==> config.mk <==
export PLATFORM = sky130hd
export DESIGN_NAME = refresh_sequencer
export DESIGN_NICKNAME = d
export VERILOG_FILES = /design/src/rtl/ddr_pkg.sv /design/src/rtl/refresh_sequencer_delay_counter.sv /design/src/rtl/refresh_sequencer.sv
export SDC_FILE = /design/constraint.sdc
export NUM_CORES = 1
export LEC_CHECK = 0
export CAP_MARGIN = 5
export CORE_ASPECT_RATIO = 0.9
export CORE_MARGIN = 4
export CORE_UTILIZATION = 40
export CTS_CLUSTER_SIZE = 12
export DETAILED_ROUTE_END_ITERATION = 10
export GPL_ROUTABILITY_DRIVEN = 0
export PLACE_DENSITY = 0.66
export SETUP_SLACK_MARGIN = 0.5
export SLEW_MARGIN = 20
export SYNTH_ARGS = -nofsm -noshare
export SYNTH_HDL_FRONTEND = slang
export SYNTH_SLANG_ARGS = --single-unit
export TNS_END_PERCENT = 1
==> constraint.sdc <==
create_clock -name CK_t -period 2.3 [get_ports CK_t]
set_input_delay 0.345 -clock CK_t [delete_from_list [all_inputs] [get_ports CK_t]]
set_output_delay 0.345 -clock CK_t [all_outputs]
set_load 0.02 [all_outputs]
==> src/rtl/ddr_pkg.sv <==
// Shared DDR controller types and timing defaults for the refresh path.
package ddr_pkg;

  // Timing defaults in CK_t cycles.
  localparam int tRP  = 11;
  localparam int tRFC = 280;

  // Command presented to the command mux.
  typedef enum logic [1:0] {
    CMD_NOP  = 2'd0,
    CMD_PREA = 2'd1,
    CMD_REF  = 2'd2
  } ref_cmd_t;

  // Refresh sequencer states, named for waveform viewing.
  typedef enum logic [2:0] {
    ST_IDLE,
    ST_DRAIN,
    ST_PRECHARGE,
    ST_WAIT_RP,
    ST_WAIT_RDY,
    ST_REFRESH,
    ST_WAIT_RFC,
    ST_CLEAR
  } ref_state_t;

endpackage

==> src/rtl/refresh_sequencer_delay_counter.sv <==
// Loadable down-counter with a zero flag; stops at zero instead of wrapping.
module delay_counter
  import ddr_pkg::*;
#(
  parameter int CNT_W = 9
) (
  input  logic             clk,
  input  logic             reset_n,
  input  logic             load,
  input  logic [CNT_W-1:0] load_val,
  input  logic             dec,
  output logic             zero
);

  logic [CNT_W-1:0] cnt_q;
  logic [CNT_W-1:0] cnt_d;

  // Load has priority over decrement; decrement saturates at zero.
  always_comb begin
    cnt_d = cnt_q;
    if (load) begin
      cnt_d = load_val;
    end else if (dec && (cnt_q != '0)) begin
      cnt_d = cnt_q - CNT_W'(1);
    end
  end

  // Counter register, cleared by synchronous reset.
  always_ff @(posedge clk) begin
    if (!reset_n) begin
      cnt_q <= '0;
    end else begin
      cnt_q <= cnt_d;
    end
  end

  assign zero = (cnt_q == '0);

endmodule

==> src/rtl/refresh_sequencer.sv <==
// Refresh sequencer: holds off the scheduler, drains, precharges open banks,
// issues REF, waits tRFC, then pulses clear_refresh to restart the timer.
//
// state      | meaning
// IDLE       | waiting for refresh_almost / refresh_rdy
// DRAIN      | scheduler held, waiting for in-flight traffic to finish
// PRECHARGE  | PREA on the command bus for one cycle
// WAIT_RP    | tRP wait; banks must be closed at the end or PREA repeats
// WAIT_RDY   | banks closed, waiting for the timer to demand the refresh
// REFRESH    | REF on the command bus for one cycle
// WAIT_RFC   | tRFC wait, inputs ignored
// CLEAR      | one-cycle clear_refresh pulse back to the timer
module refresh_sequencer
  import ddr_pkg::*;
#(
  parameter int NUM_BANKS = 16,
  parameter int T_RP      = tRP,
  parameter int T_RFC     = tRFC,
  parameter int CNT_W     = $clog2(T_RFC + 1)
) (
  input  logic                 CK_t,
  input  logic                 reset_n,
  input  logic                 refresh_almost,
  input  logic                 refresh_rdy,
  input  logic [NUM_BANKS-1:0] bank_open,
  input  logic                 cmd_idle,
  output logic                 hold_new_cmd,
  output logic                 cmd_valid,
  output logic [1:0]           cmd_code,
  output logic                 clear_refresh,
  output logic                 refresh_busy
);

  if (T_RP < 1 || T_RFC < 1 || (T_RP - 1) >= (2 ** CNT_W)) begin : g_bad_timing
    $error("refresh_sequencer: T_RP and T_RFC must be >= 1 and fit the counter");
  end

  localparam logic [CNT_W-1:0] RP_LOAD  = CNT_W'(T_RP - 1);
  localparam logic [CNT_W-1:0] RFC_LOAD = CNT_W'(T_RFC - 1);

  ref_state_t state_q, state_d;
  ref_cmd_t   code_q, code_d;
  logic       hold_q, hold_d;
  logic       valid_q, valid_d;
  logic       clear_q, clear_d;
  logic       busy_q, busy_d;
  logic       guard_q, guard_d;

  logic             cnt_load;
  logic [CNT_W-1:0] cnt_load_val;
  logic             cnt_dec;
  logic             cnt_zero;

  assign cnt_load     = (state_q == ST_PRECHARGE) || (state_q == ST_REFRESH);
  assign cnt_load_val = (state_q == ST_PRECHARGE) ? RP_LOAD : RFC_LOAD;
  assign cnt_dec      = (state_q == ST_WAIT_RP) || (state_q == ST_WAIT_RFC);

  delay_counter #(.CNT_W(CNT_W)) u_delay (
    .clk      (CK_t),
    .reset_n  (reset_n),
    .load     (cnt_load),
    .load_val (cnt_load_val),
    .dec      (cnt_dec),
    .zero     (cnt_zero)
  );

  // Next state, plus outputs decoded from the next state so they line up with it.
  always_comb begin
    state_d = state_q;
    case (state_q)
      ST_IDLE:      if (!guard_q && (refresh_almost || refresh_rdy)) state_d = ST_DRAIN;
      ST_DRAIN:     if (cmd_idle) state_d = (|bank_open) ? ST_PRECHARGE : ST_WAIT_RDY;
      ST_PRECHARGE: state_d = ST_WAIT_RP;
      ST_WAIT_RP:   if (cnt_zero) state_d = (|bank_open) ? ST_PRECHARGE : ST_WAIT_RDY;
      ST_WAIT_RDY:  if (refresh_rdy) state_d = ST_REFRESH;
      ST_REFRESH:   state_d = ST_WAIT_RFC;
      ST_WAIT_RFC:  if (cnt_zero) state_d = ST_CLEAR;
      ST_CLEAR:     state_d = ST_IDLE;
      default:      state_d = ST_IDLE;
    endcase

    // The timer drops its flags one edge after the clear, so IDLE must not
    // re-trigger in the cycle right after CLEAR.
    guard_d = (state_q == ST_CLEAR);

    hold_d  = (state_d != ST_IDLE);
    busy_d  = (state_d != ST_IDLE);
    clear_d = (state_d == ST_CLEAR);
    valid_d = (state_d == ST_PRECHARGE) || (state_d == ST_REFRESH);
    code_d  = CMD_NOP;
    if (state_d == ST_PRECHARGE) code_d = CMD_PREA;
    if (state_d == ST_REFRESH)   code_d = CMD_REF;
  end

  // State and registered outputs; clear_refresh is held high through reset.
  always_ff @(posedge CK_t) begin
    if (!reset_n) begin
      state_q <= ST_IDLE;
      guard_q <= 1'b0;
      hold_q  <= 1'b0;
      valid_q <= 1'b0;
      code_q  <= CMD_NOP;
      clear_q <= 1'b1;
      busy_q  <= 1'b0;
    end else begin
      state_q <= state_d;
      guard_q <= guard_d;
      hold_q  <= hold_d;
      valid_q <= valid_d;
      code_q  <= code_d;
      clear_q <= clear_d;
      busy_q  <= busy_d;
    end
  end

  assign hold_new_cmd  = hold_q;
  assign cmd_valid     = valid_q;
  assign cmd_code      = code_q;
  assign clear_refresh = clear_q;
  assign refresh_busy  = busy_q;

endmodule
==> Yosys cells after proc, flatten, opt, wreduce, memory -nomap -nowiden <==
Cells that the tools add are included.
{ "classes": {"addsub": 1, "n_mux": 12, "n_bitwise": 1, "reduce_logical": 14, "n_eq_ne": 10} }
{ "ops": {"columns": ["op", "count"], "rows": [
  ["9-bit two-way mux", 3],
  ["3-bit case mux with 8 select lines", 1],
  ["3-bit == test, second input constant", 6],
  ["3-bit two-way mux", 6],
  ["16-bit OR reduction", 1],
  ["3-bit by 2-bit == test with 1-bit output, second input constant", 3],
  ["9-bit logical NOT", 1],
  ["9-bit nonzero test", 1],
  ["9-bit by 1-bit subtractor with 9-bit output, second input constant", 1],
  ["1-bit logical OR", 4],
  ["3-bit by 1-bit == test with 1-bit output, second input constant", 1],
  ["3-bit logical NOT", 1],
  ["3-bit nonzero test", 1],
  ["1-bit logical AND", 2],
  ["2-bit two-way mux", 1],
  ["2-bit nonzero test", 1],
  ["2-bit OR reduction", 1],
  ["1-bit logical NOT", 1],
  ["1-bit two-way mux", 1],
  ["1-bit inverter", 1]
]} }
{ "totals": {"register_bits": 18, "output_inout_bits": 6, "inputBits": 21, "word_cells": 46} }

==> Depth between registers and ports, before layout <==
Gate-level depths: netlist (run 1).
{ "logic_depth": {"word_depth": 7, "ltp_mapped": 7} }

==> Hierarchy <==
From an unflattened synthesis (run 1), not the netlist that was laid out.
{ "hier_totals": {"hier_cells": 127, "hier_area_um2": 1048.5} }
{ "modules_own_cells": {"columns": ["mod", "area_each_um2", "cells_each", "instances", "seq_area_each_um2"], "rows": [
  ["delay_counter", 588.1, 71, 1, 180.2],
  ["refresh_sequencer", 460.4, 56, 1, 180.2]
]} }

==> Least setup slack after synthesis (run 1) <==
OpenSTA, ideal clock, no wires.
{ "synth_timing": {"kind": "reg-to-reg", "startpoint": "reg u_delay.cnt_q[0]", "endpoint": "reg valid_q, in the netlist cmd_valid", "path_stages_with_launch": 8, "synth_period_minus_slack_ps": 1813, "path_slack_ps": 487, "n_path_buf": 0, "required_ps": 2183, "arrival_time_ps": 1695, "path_cell_list": "dfxtp_1 > inv_1 > ha_1 > nor4b_2 > a21boi_1 > or4_4 > and2_4 > a32o_1"} }
{ "synth_between": {"elab_chain_cells": 5, "elab_cells_between_ends": 7} }
{ "synth_lines": {"columns": ["element", "line_no", "rtl"], "rows": [
  ["from (decl)", "refresh_sequencer_delay_counter.sv:15", "logic [CNT_W-1:0] cnt_q;"],
  ["from (signal assigned)", "refresh_sequencer_delay_counter.sv:33", "cnt_q <= cnt_d;"],
  ["9-bit logical NOT *", "refresh_sequencer_delay_counter.sv:37", "assign zero = (cnt_q == '0);"],
  ["3-bit two-way mux (on tied branches)", "refresh_sequencer.sv:77, refresh_sequencer.sv:74", null],
  ["3-bit case mux with 8 select lines *", "refresh_sequencer.sv:70", "case (state_q)"],
  ["3-bit by 2-bit == test with 1-bit output or 3-bit == test (tied branches)", "refresh_sequencer.sv:89", "valid_d = (state_d == ST_PRECHARGE) || (state_d == ST_REFRESH);"],
  ["1-bit logical OR *", "refresh_sequencer.sv:89", null],
  ["to (signal assigned)", "refresh_sequencer.sv:109", "valid_q <= valid_d;"],
  ["to (decl)", "refresh_sequencer.sv:44", "logic valid_q, valid_d;"]
]} }
Mark *: on every way between the ends. The rest lies on a longest branch, timed or not.
A chain may end at the register's enable or synchronous reset.

==> Final worst setup path (run 1) <==
{ "layout_timing": {"startpoint": "reg u_delay.cnt_q[0]", "endpoint": "reg u_delay.cnt_q[8]"} }
{ "layout_between": {"elab_chain_cells": 3, "elab_cells_between_ends": 6} }
{ "layout_lines": {"columns": ["element", "line_no", "rtl"], "rows": [
  ["9-bit by 1-bit subtractor with 9-bit output or 9-bit nonzero test (tied branches)", "refresh_sequencer_delay_counter.sv:24, refresh_sequencer_delay_counter.sv:23", null],
  ["9-bit two-way mux or 1-bit logical AND (tied branches)", "refresh_sequencer_delay_counter.sv:23", "end else if (dec && (cnt_q != '0)) begin"],
  ["9-bit two-way mux or 2-bit nonzero test (tied branches)", null, null]
]} }
Several ways; a longest one is shown, not always the timed one. The select of a mux whose other input is x is not followed.

==> summary.txt, run 1 <==
Setup path
  – Critical path capture point type: flop
  – Reg2reg path depth: 7
  – Worst Path Arrival: 2.06 ns
  – CP Max Fanout: 5
  – Crit path kind: reg2reg
  – Startpoint types: flop
  – Critical Path RT: 2.54 ns

Floorplanning
  – I/O Pins: 27
  – Row count: 16
  – Die H: 55.0 um
  – Starting Density: 43.4%
  – Die width: 60.2 um
  – Core ar.: 0.00226 sq mm
  – DIE AREA: 0.00331 sq mm

Synth
  – Netlist cell types: 44
  – Yosys reg bits: 18
  – Yosys warns: 0
  – Seq/Total Area, Yosys: 36.7%
  – Ys async rst share: 0%
  – Area share of the leading cell type in the synthesized netlist: 36.7%
  – Primary FF master, synth: dfxtp_1
  – Most frequent cells after synthesis: dfxtp_1 (18), nor2_1 (9), nand2_1 (8)
  – Syn_nets: 131
  – Syn_area_per_cell: 9.09 sq um
  – Post-Synthesis Cells: 108
  – Post-synth EDFFs: 0
  – Netlist Area Pre-Place: 982 sq um
  – Yosys top cell by area: dfxtp_1
  – Synth area leaders: dfxtp_1 (37%), xnor2_1 (5.4%), nor4_1 (3.8%)
  – Most common cell in the netlist: dfxtp_1

Min path
  – Worst min-delay path category: reg2reg
  – Worst Hold Depth: 2

STA
  – Crit share post-route: 79.3%
  – Final hold violation count: 0
  – Skew final: 0.00445 ns
  – Slew Limit Fails: 0
  – Minimum clock period after layout: 1.82 ns
  – Final setup violation count: 0
  – Max transition margin: 71.2%
  – Peak Freq: 0.548 GHz
  – Setup ws final: 0.476 ns
  – TNS Setup: 0 ns
  – RSZ-0062 raised after global routing: yes
  – Slew @ Worst Pin: 0.431 ns
  – Hold Slack: 0.556 ns

Power
  – Clk network pwr share: 12.6%
  – Pwr dens: 1130 mW/mm^2
  – Static leakage: 0.535 nW
  – Switch share: 40.4%
  – Maximum vdd drop: 815 uV
  – Power Internal: 0.951 mW
  – Flop pwr share: 32.9%
  – Psw: 0.644 mW
  – Logic pwr share: 54.5%
  – Tot Pwr: 1.59 mW

Clock tree
  – Clk slew on worst S/H paths: 0.11 ns
  – Clock Latency Late Sink: 0.30 ns
  – Num CTS Buffers: 3
  – Root buffer cell: clkbuf_4
  – CTS tree: built
  – Sink Count: 18
  – H-tree level count: 1
  – Clock buffer depth: 2

Detailed routing
  – WL per Instance: 14.3 um
  – Pre-Repair DR Iteration Count: 4
  – DR vias/cell: 5.40
  – DRC Markers: 0
  – Final ANT Viol Nets: 0
  – Drt initial violations: 30
  – Drt total wl: 2.38 mm
  – Via count: 896

Final layout
  – Share of cells above drive strength 1: 23.7%
  – Layout area overhead: 43.1%
  – Final #Nets: 163
  – Diodes inserted: 0
  – Fillcell total: 191

Placed design
  – Pre-CTS WS: 0.136 ns
  – Detailed placer's ending HPWL: 1.79 mm
  – IO buf count: 26

Job
  – Max-cap violations: 0

GRT
  – Global route overflow: 0
  – Total track usage: 15.9%
  – Initial antenna violation count: 0
  – Largest net degree at the start of global routing: 15
  – First-pass GRT wire length: 3.80 mm
  – Vias in the first global route: 833

Outcome
  – Status: finished clean
-- cell usage in the layout, fill, tap and decap left out, types with 2 or more instances in the layout --
master and instances:
nor4_1 5, nand3_1 2, and2_1 5, and3_1 3, or4_4 2, inv_2 2
clkdlybuf4s50_1 25, a21boi_2 2, o21ai_0 2, buf_4 5, a2111oi_1 2, nand2_1 8
nor3_1 2, nor2_1 9, a21oi_1 3, inv_1 4, dfxtp_1 13, xnor2_1 6
clkbuf_4 3, dfxtp_2 5
-- routing by layer --
metal | up-vias | track usage, % | routed length (um)
met5 | - | 0 | 0
met4 | 0 | 5.54 | 25
met3 | 4 | 5.80 | 163
met2 | 20 | 24.6 | 1110
met1 | 419 | 20.3 | 1080
li1 | 453 | - | -
-- power by group through the flow --
stage | clock [mW] | combinational [mW] | sequential (mW)
CTS | 0.208 | 0.836 | 0.512
detailed placement | 0 | 0.753 | 0.509
floorplan | 0 | 0.587 | 0.491
global route | 0.227 | 0.946 | 0.537
finish | 0.201 | 0.869 | 0.524
global placement | 0 | 0.737 | 0.505
-- through the flow --
stage | cells | util [%] | area (sq um)
finish | 166 | 62.1 | 1410
detailed placement | 156 | 55.4 | 1250
global placement | 156 | 55.4 | 1250
global route | 166 | 62.1 | 1410
floorplan | 108 | - | 991
CTS | 164 | 60.2 | 1360
-- layout make-up --
type                    count  area [sq um]  share of cell area, %
inverters                   6          22.5                   1.60
clock buffers               4          36.3                   2.58
repair buffers             32           308                   21.9
flip-flops and latches     18           367                   26.1
well taps                  27          33.8                   2.40
multi-input cells          79           638                   45.4
-- cell families after synthesis --
logic type	synth area share [%]
muxes	1.53
xor gates and xnor gates	7.13
AOI/OAI and AO/OA	17.5
and+or+nand+nor	29.2
adders and majority gates	2.55
DFF	36.7
buffers and inverters	5.48
-- flip-flops by register name, summed over array words and instances (netlist names) --
register,flops
refresh_busy,1
guard_q,1
cmd_valid,1
u_delay.cnt_q,9
cmd_code,2
clear_refresh,1
state_q,3
-- worst max-delay path, stage by stage (launching register included) --
cell and delay [ns]:
dfxtp_2 0.34, inv_2 0.07, ha_4 0.13, or4b_4 0.51, o2111ai_4 0.23, nor4_2 0.07, mux2_4 0.31, a21boi_2 0.12
-- path summary, 6_finish.rpt --
kind	startpoint	to	slack, ns
hold / removal	state_q[1]	guard_q	0.56
hold reg to reg	state_q[1]	guard_q	0.56
setup reg to reg	u_delay.cnt_q[0]	u_delay.cnt_q[8]	0.48
setup / recovery	u_delay.cnt_q[0]	u_delay.cnt_q[8]	0.48
-- timing repair --
item,4_1_cts,5_1_grt
setup endpoints to repair,11,11
pin swaps,7,6
hold buffers,0,0
buffers inserted,4,2
cloned,0,0
resized for setup,14,8
(Power assumes the default switching activity.)
==> run 2: changes to the inputs <==
==> constraint.sdc (replaced) <==
create_clock -name CK_t -period 1.9 [get_ports CK_t]
set_input_delay 0.285 -clock CK_t [delete_from_list [all_inputs] [get_ports CK_t]]
set_output_delay 0.285 -clock CK_t [all_outputs]
set_load 0.02 [all_outputs]
==> run 2 against run 1 <==
Total power increased by 37%. Worst setup slack got worse by 0.42 ns. Register-to-register slack got worse by 0.42 ns. First-iteration DRC count decreased by 40%. Non-clock buffer count increased by 14. Via count increased by 11%. Highest routed layer unchanged. Utilization increased by 6.9 points.
==> summary.txt, run 2 (synthesis gave the netlist of run 1 again) <==
Setup path
  – Critical Path RT: 2.14 ns (-0.40 ns)
  – Critical path's top delay family: simple AND/OR/NAND/NOR gates
  – Crit path kind: reg2reg
  – Max incr delay on CP: 0.51 ns (about the same)
  – Cell breakdown of the critical path: inv_2 > ha_4 > or4b_4 > o2111ai_4 > nor4_4 > mux2_4 > a21boi_2
  – Crit path buffers/inverters: 1 (unchanged)
  – CP Max Fanout: 5 (unchanged)
  – Worst Path Arrival: 2.08 ns (+0.02 ns)
  – Critical path capture point type: flop
  – Startpoint types: flop
  – Crit-path slowest cell: or4b_4

GRT
  – Vias in the first global route: 872 (+4.7%)
  – First-pass GRT wire length: 4.12 mm (+8.4%)
  – Largest net degree at the start of global routing: 15 (unchanged)
  – Global route overflow: 0 (unchanged)
  – Total track usage: 17.0% (+1.1 points)
  – Initial antenna violation count: 0 (unchanged)

Clock tree
  – H-tree level count: 1 (unchanged)
  – Clk slew on worst S/H paths: 0.11 ns (about the same)
  – Sink Count: 18 (unchanged)
  – Clock Latency Late Sink: 0.30 ns (about the same)
  – Num CTS Buffers: 3 (unchanged)
  – Root buffer cell: clkbuf_4
  – Clock buffer depth: 2 (unchanged)
  – CTS tree: built

STA
  – Final hold violation count: 0 (unchanged)
  – Max transition margin: 66.0% (-5.2 points)
  – RSZ-0062 raised after global routing: yes
  – Peak Freq: 0.544 GHz (-0.87%)
  – Minimum clock period after layout: 1.84 ns (+0.0161 ns)
  – Final setup violation count: 0 (unchanged)
  – Slew Limit Fails: 0 (unchanged)
  – Skew final: 0.00512 ns (+0.000676 ns)
  – TNS Setup: 0 ns (unchanged)
  – Crit share post-route: 96.8% (+18 points)
  – Slew @ Worst Pin: 0.508 ns (+0.0771 ns)

Detailed routing
  – DRC Markers: 0 (unchanged)
  – WL per Instance: 15.0 um (+4.9%)
  – Drt initial violations: 18 (-40%)
  – Drt total wl: 2.71 mm (+14%)
  – Via count: 993 (+11%)
  – Pre-Repair DR Iteration Count: 4 (unchanged)
  – Final ANT Viol Nets: 0 (unchanged)
  – DR vias/cell: 5.52 (+2.2%)

Final layout
  – Most common cell after layout, fill and taps aside: clkdlybuf4s50_1
  – Max reg flops: 9 (unchanged)
  – Final #Nets: 177 (+8.6%)
  – Fillcell total: 170 (-11%)
  – Most frequent cells in the layout: clkdlybuf4s50_1 (20), buf_4 (19), dfxtp_1 (14)
  – Share of cells above drive strength 1: 34.0% (+10 points)
  – Reg with most FFs: u_delay.cnt_q
  – Layout area overhead: 59.0%
  – Diodes inserted: 0 (unchanged)

Power
  – Tot Pwr: 2.19 mW (+37%)
  – Pwr dens: 1400 mW/mm^2 (+23%)
  – Static leakage: 0.691 nW (+29%)
  – Maximum vdd drop: 977 uV (+20%)

Floorplanning
  – I/O Pins: 27 (unchanged)
  – Die width: 60.2 um (unchanged)
  – Core ar.: 0.00226 sq mm (unchanged)
  – DIE AREA: 0.00331 sq mm (unchanged)
  – Die H: 55.0 um (unchanged)
  – Row count: 16 (unchanged)
  – Starting Density: 43.4% (unchanged)

Placed design
  – Detailed placer's ending HPWL: 1.92 mm (+7.3%)
  – IO buf count: 26 (unchanged)

Outcome
  – Status: finished clean

Min path
  – Worst min-delay path category: reg2reg

Job
  – Max-cap violations: 0 (unchanged)
## run 2: final timing paths
kind,start,to,slack [ns],cells after the start
setup / recovery,u_delay.cnt_q[1],u_delay.cnt_q[8],0.06,7
hold reg to reg,state_q[1],guard_q,0.51,2
setup reg to reg,u_delay.cnt_q[1],u_delay.cnt_q[8],0.06,7
hold / removal,state_q[1],guard_q,0.51,2
## run 2: worst register-to-register path: stages (launching register included)
cell and delay, ns:
dfxtp_2 0.34, inv_2 0.07, ha_4 0.13, or4b_4 0.51
o2111ai_4 0.27, nor4_4 0.06, mux2_4 0.30, a21boi_2 0.11
## run 2: layout make-up
cell class | instances | area [sq um] | area share [%]
Multi-Input combinational cell | 79 | 674 | 43.2
Timing Repair Buffer | 46 | 429 | 27.5
Sequential cell | 18 | 365 | 23.4
Clock buffer | 4 | 36.3 | 2.32
Tap cell | 27 | 33.8 | 2.16
Inverter | 6 | 22.5 | 1.44
## run 2: metrics by stage
| stage | instances | hold slack [ns] | area (sq um) | setup slack (ns) | util [%] |
|---|---|---|---|---|---|
| 2_1_floorplan | 108 | 0.431 | 1010 | 0.107 | - |
| 3_3_place_gp | 168 | 0.485 | 1360 | -0.119 | 60.1 |
| 3_5_place_dp | 168 | 0.484 | 1360 | -0.188 | 60.1 |
| 4_1_cts | 178 | 0.500 | 1470 | 0.0817 | 64.9 |
| 5_1_grt | 180 | 0.525 | 1560 | -0.0156 | 69.0 |
| 6_report | 180 | 0.509 | 1560 | 0.0602 | 69.0 |
## run 2: repair_timing
item | CTS | global route
endpoints found under the hold margin | 0 | 0
hold buffers | 0 | 0
resized for setup | 6 | 19
endpoints found under the setup margin | 23 | 23
pin swaps | 7 | 10
buffers inserted | 6 | 2
## run 2: report_power, final
| group | internal, mW | leakage [nW] | switching, mW | total (mW) |
|---|---|---|---|---|
| logic | 0.707 | 0.521 | 0.659 | 1.37 |
| clock network | 0.117 | 0.0210 | 0.124 | 0.241 |
| registers | 0.482 | 0.149 | 0.0984 | 0.581 |
| total | 1.31 | 0.691 | 0.882 | 2.19 |
## run 2: routing by layer
| layer | GRT usage, % | up-vias | routed length (um) |
|---|---|---|---|
| li1 | - | 484 | - |
| met1 | 23.6 | 492 | 1240 |
| met2 | 25.5 | 13 | 1330 |
| met3 | 4.87 | 4 | 110 |
| met4 | 4.43 | 0 | 21 |
| met5 | 0 | - | 0 |
==> run 3: changes to the inputs <==
--- a/config.mk
+++ b/config.mk
@@ -8,11 +8,11 @@
 export CAP_MARGIN = 5
 export CORE_ASPECT_RATIO = 0.9
 export CORE_MARGIN = 4
-export CORE_UTILIZATION = 40
+export CORE_UTILIZATION = 45
 export CTS_CLUSTER_SIZE = 12
 export DETAILED_ROUTE_END_ITERATION = 10
 export GPL_ROUTABILITY_DRIVEN = 0
-export PLACE_DENSITY = 0.66
+export PLACE_DENSITY = 0.74
 export SETUP_SLACK_MARGIN = 0.5
 export SLEW_MARGIN = 20
 export SYNTH_ARGS = -nofsm -noshare
==> run 3 against run 2 <==
Clock power about the same. Non-clock buffer count down 3. Utilization up 7.3 points. Via count down 1.7%. Total power down 4.3%. First-iteration DRC count rose to 2.5 times the previous value. Wire length down 3.1%. Worst setup slack worse by 0.0092 ns. Sequential power up 0.9%. Design area down 2.8%. Critical endpoint is now cmd_valid.
==> summary.txt, run 3 (synthesis gave the netlist of run 1 again) <==
Power
  – Logic pwr share: 60.5% (-2.0 points)
  – Pwr dens: 1380 mW/mm^2 (-1.6%)
  – Tot Pwr: 2.09 mW (-4.3%)
  – Power Internal: 1.24 mW (-5.1%)
  – Psw: 0.853 mW (-3.2%)
  – Flop pwr share: 28.0% (+1.5 points)
  – Maximum vdd drop: 929 uV (-4.8%)
  – Switch share: 40.8% (+0.46 points)
  – Clk network pwr share: 11.5% (+0.5 points)
  – Static leakage: 0.679 nW (-1.7%)

Floorplanning
  – DIE AREA: 0.00300 sq mm (-9.6%)
  – Starting Density: 49.4% (+6.0 points)
  – Core ar.: 0.00199 sq mm (-12%)
  – Row count: 15 (-1)
  – I/O Pins: 27 (unchanged)
  – Die H: 52.3 um (-4.9%)
  – Die width: 57.2 um (-5.0%)

Setup path
  – Max incr delay on CP: 0.45 ns (-0.06 ns)
  – Crit path buffers/inverters: 1 (unchanged)
  – Worst r2r src: u_delay.cnt_q[1]
  – Startpoint types: flop
  – Critical path capture point type: flop
  – Worst Path Arrival: 2.05 ns (-0.03 ns)
  – R2R Setup Slk: 0.05 ns (about the same)
  – Reg2reg end: cmd_valid
  – Critical Path RT: 2.10 ns (-0.04 ns)
  – Crit-path slowest cell: or4_4
  – Cell breakdown of the critical path: inv_2 > ha_4 > nor4b_4 > a21boi_2 > or4_4 > and2_4 > a32o_1
  – Reg2reg path depth: 7 (unchanged)
  – Crit path kind: reg2reg
  – Critical path's top delay family: simple AND/OR/NAND/NOR gates
  – CP Max Fanout: 3 (-2)

Clock tree
  – Num CTS Buffers: 3 (unchanged)
  – Root buffer cell: clkbuf_4
  – CTS tree: built
  – Clock Latency Late Sink: 0.30 ns (about the same)
  – Clk slew on worst S/H paths: 0.11 ns (about the same)
  – H-tree level count: 1 (unchanged)
  – Sink Count: 18 (unchanged)
  – Clock buffer depth: 2 (unchanged)

Detailed routing
  – Final ANT Viol Nets: 0 (unchanged)
  – Drt initial violations: 45 (+27)
  – DRC Markers: 0 (unchanged)
  – Pre-Repair DR Iteration Count: 4 (unchanged)
  – Drt total wl: 2.62 mm (-3.1%)
  – DR vias/cell: 5.58 (+1.1%)
  – Via count: 976 (-1.7%)
  – WL per Instance: 15.0 um (-0.37%)

Final layout
  – Reg with most FFs: u_delay.cnt_q
  – Most frequent cells in the layout: clkdlybuf4s50_1 (20), buf_4 (16), dfxtp_1 (15)
  – Most common cell after layout, fill and taps aside: clkdlybuf4s50_1
  – Layout area overhead: 54.5%
  – Final #Nets: 174 (-1.7%)
  – Max reg flops: 9 (unchanged)
  – Diodes inserted: 0 (unchanged)
  – Share of cells above drive strength 1: 29.3% (-4.7 points)

Min path
  – Worst Hold Depth: 2 (unchanged)
  – End of the worst hold path: guard_q
  – Worst min-delay path category: reg2reg
  – Worst hold start: state_q[1]

STA
  – Final hold violation count: 0 (unchanged)
  – Skew final: 0.00615 ns (+0.00103 ns)
  – Max transition margin: 70.4% (+4.4 points)
  – Setup ws final: 0.0511 ns (-0.00918 ns)
  – RSZ-0062 raised after global routing: yes
  – Crit share post-route: 97.3% (+0.48 points)
  – Slew @ Worst Pin: 0.443 ns (-0.0651 ns)
  – Slew Limit Fails: 0 (unchanged)
  – Peak Freq: 0.541 GHz (-0.50%)
  – Minimum clock period after layout: 1.85 ns (+0.00918 ns)
  – Final setup violation count: 0 (unchanged)

Job
  – Max-cap violations: 0 (unchanged)

GRT
  – Total track usage: 17.7% (+0.72 points)
  – First-pass GRT wire length: 4.09 mm (-0.68%)
  – Vias in the first global route: 903 (+3.6%)
  – Largest net degree at the start of global routing: 15 (unchanged)
  – Global route overflow: 0 (unchanged)
  – Initial antenna violation count: 0 (unchanged)

Placed design
  – IO buf count: 26 (unchanged)
  – Pre-CTS WS: -0.192 ns (-0.00459 ns)
  – Detailed placer's ending HPWL: 1.78 mm (-7.0%)

Outcome
  – Status: finished clean
## run 3: timing repair
item / CTS / global route
resized for setup: 6 / 15
hold buffers: 0 / 0
pin swaps: 7 / 8
endpoints found under the setup margin: 23 / 23
hold endpoints to repair: 0 / 0
buffers inserted: 7 / 1
## run 3: worst min-delay path, cell delays in order, from the launching register on
cell and delay, ns:
dfxtp_1 0.37, nand2_1 0.08, nor3_1 0.04
## run 3: how the worst max path moves through the flow
| stage | from | slack [ns] | cells after the start | endpoint |
|---|---|---|---|---|
| 4_1_cts | u_delay.cnt_q[0] | 0.09 | 8 | u_delay.cnt_q[4] |
| 2_1_floorplan | u_delay.cnt_q[1] | 0.11 | 7 | u_delay.cnt_q[8] |
| 3_3_place_gp | bank_open[2] | -0.14 | 6 | cmd_valid |
| 5_1_grt | u_delay.cnt_q[1] | 0.003 | 8 | u_delay.cnt_q[0] |
| 6_report | u_delay.cnt_q[1] | 0.05 | 7 | cmd_valid |
| 3_5_place_dp | refresh_rdy | -0.19 | 6 | cmd_valid |
## run 3: layer usage
layer / global-route usage, % / share of wire [%] / routed length (um) / vias to the layer above
met1: 22.5 / 42 / 1100 / 456
met3: 5.67 / 7.4 / 195 / 3
met4: 5.02 / 0.73 / 19 / 0
met2: 28.7 / 50 / 1310 / 40
li1: - / - / - / 477
met5: 0 / 0 / 0 / -
## run 3: area by class of cell
class / instances / area, sq um
timing repair buffer: 43 / 407
tap: 25 / 31.3
multi-input combinational: 79 / 657
inverter: 6 / 22.5
clock buffer: 4 / 36.3
fill: 139 / 472
sequential: 18 / 364
## run 3: power by group through the flow
stage	registers (mW)	logic (mW)	clock network [mW]
floorplan	0.601	0.728	0
global placement	0.575	1.01	0
detailed placement	0.581	1.03	0
CTS	0.580	1.17	0.246
global route	0.600	1.37	0.267
finish	0.586	1.27	0.240
## run 3: metrics by stage
step                hold slack, ns  setup TNS (ns)  util (%)  instances  area [sq um]
finish                       0.514               0      76.3        175          1520
detailed placement           0.496          -0.522      67.0        163          1330
global placement             0.490          -0.349      67.0        163          1330
floorplan                    0.431               0         -        108          1010
global route                 0.550               0      76.3        175          1520
CTS                          0.507               0      73.5        174          1460
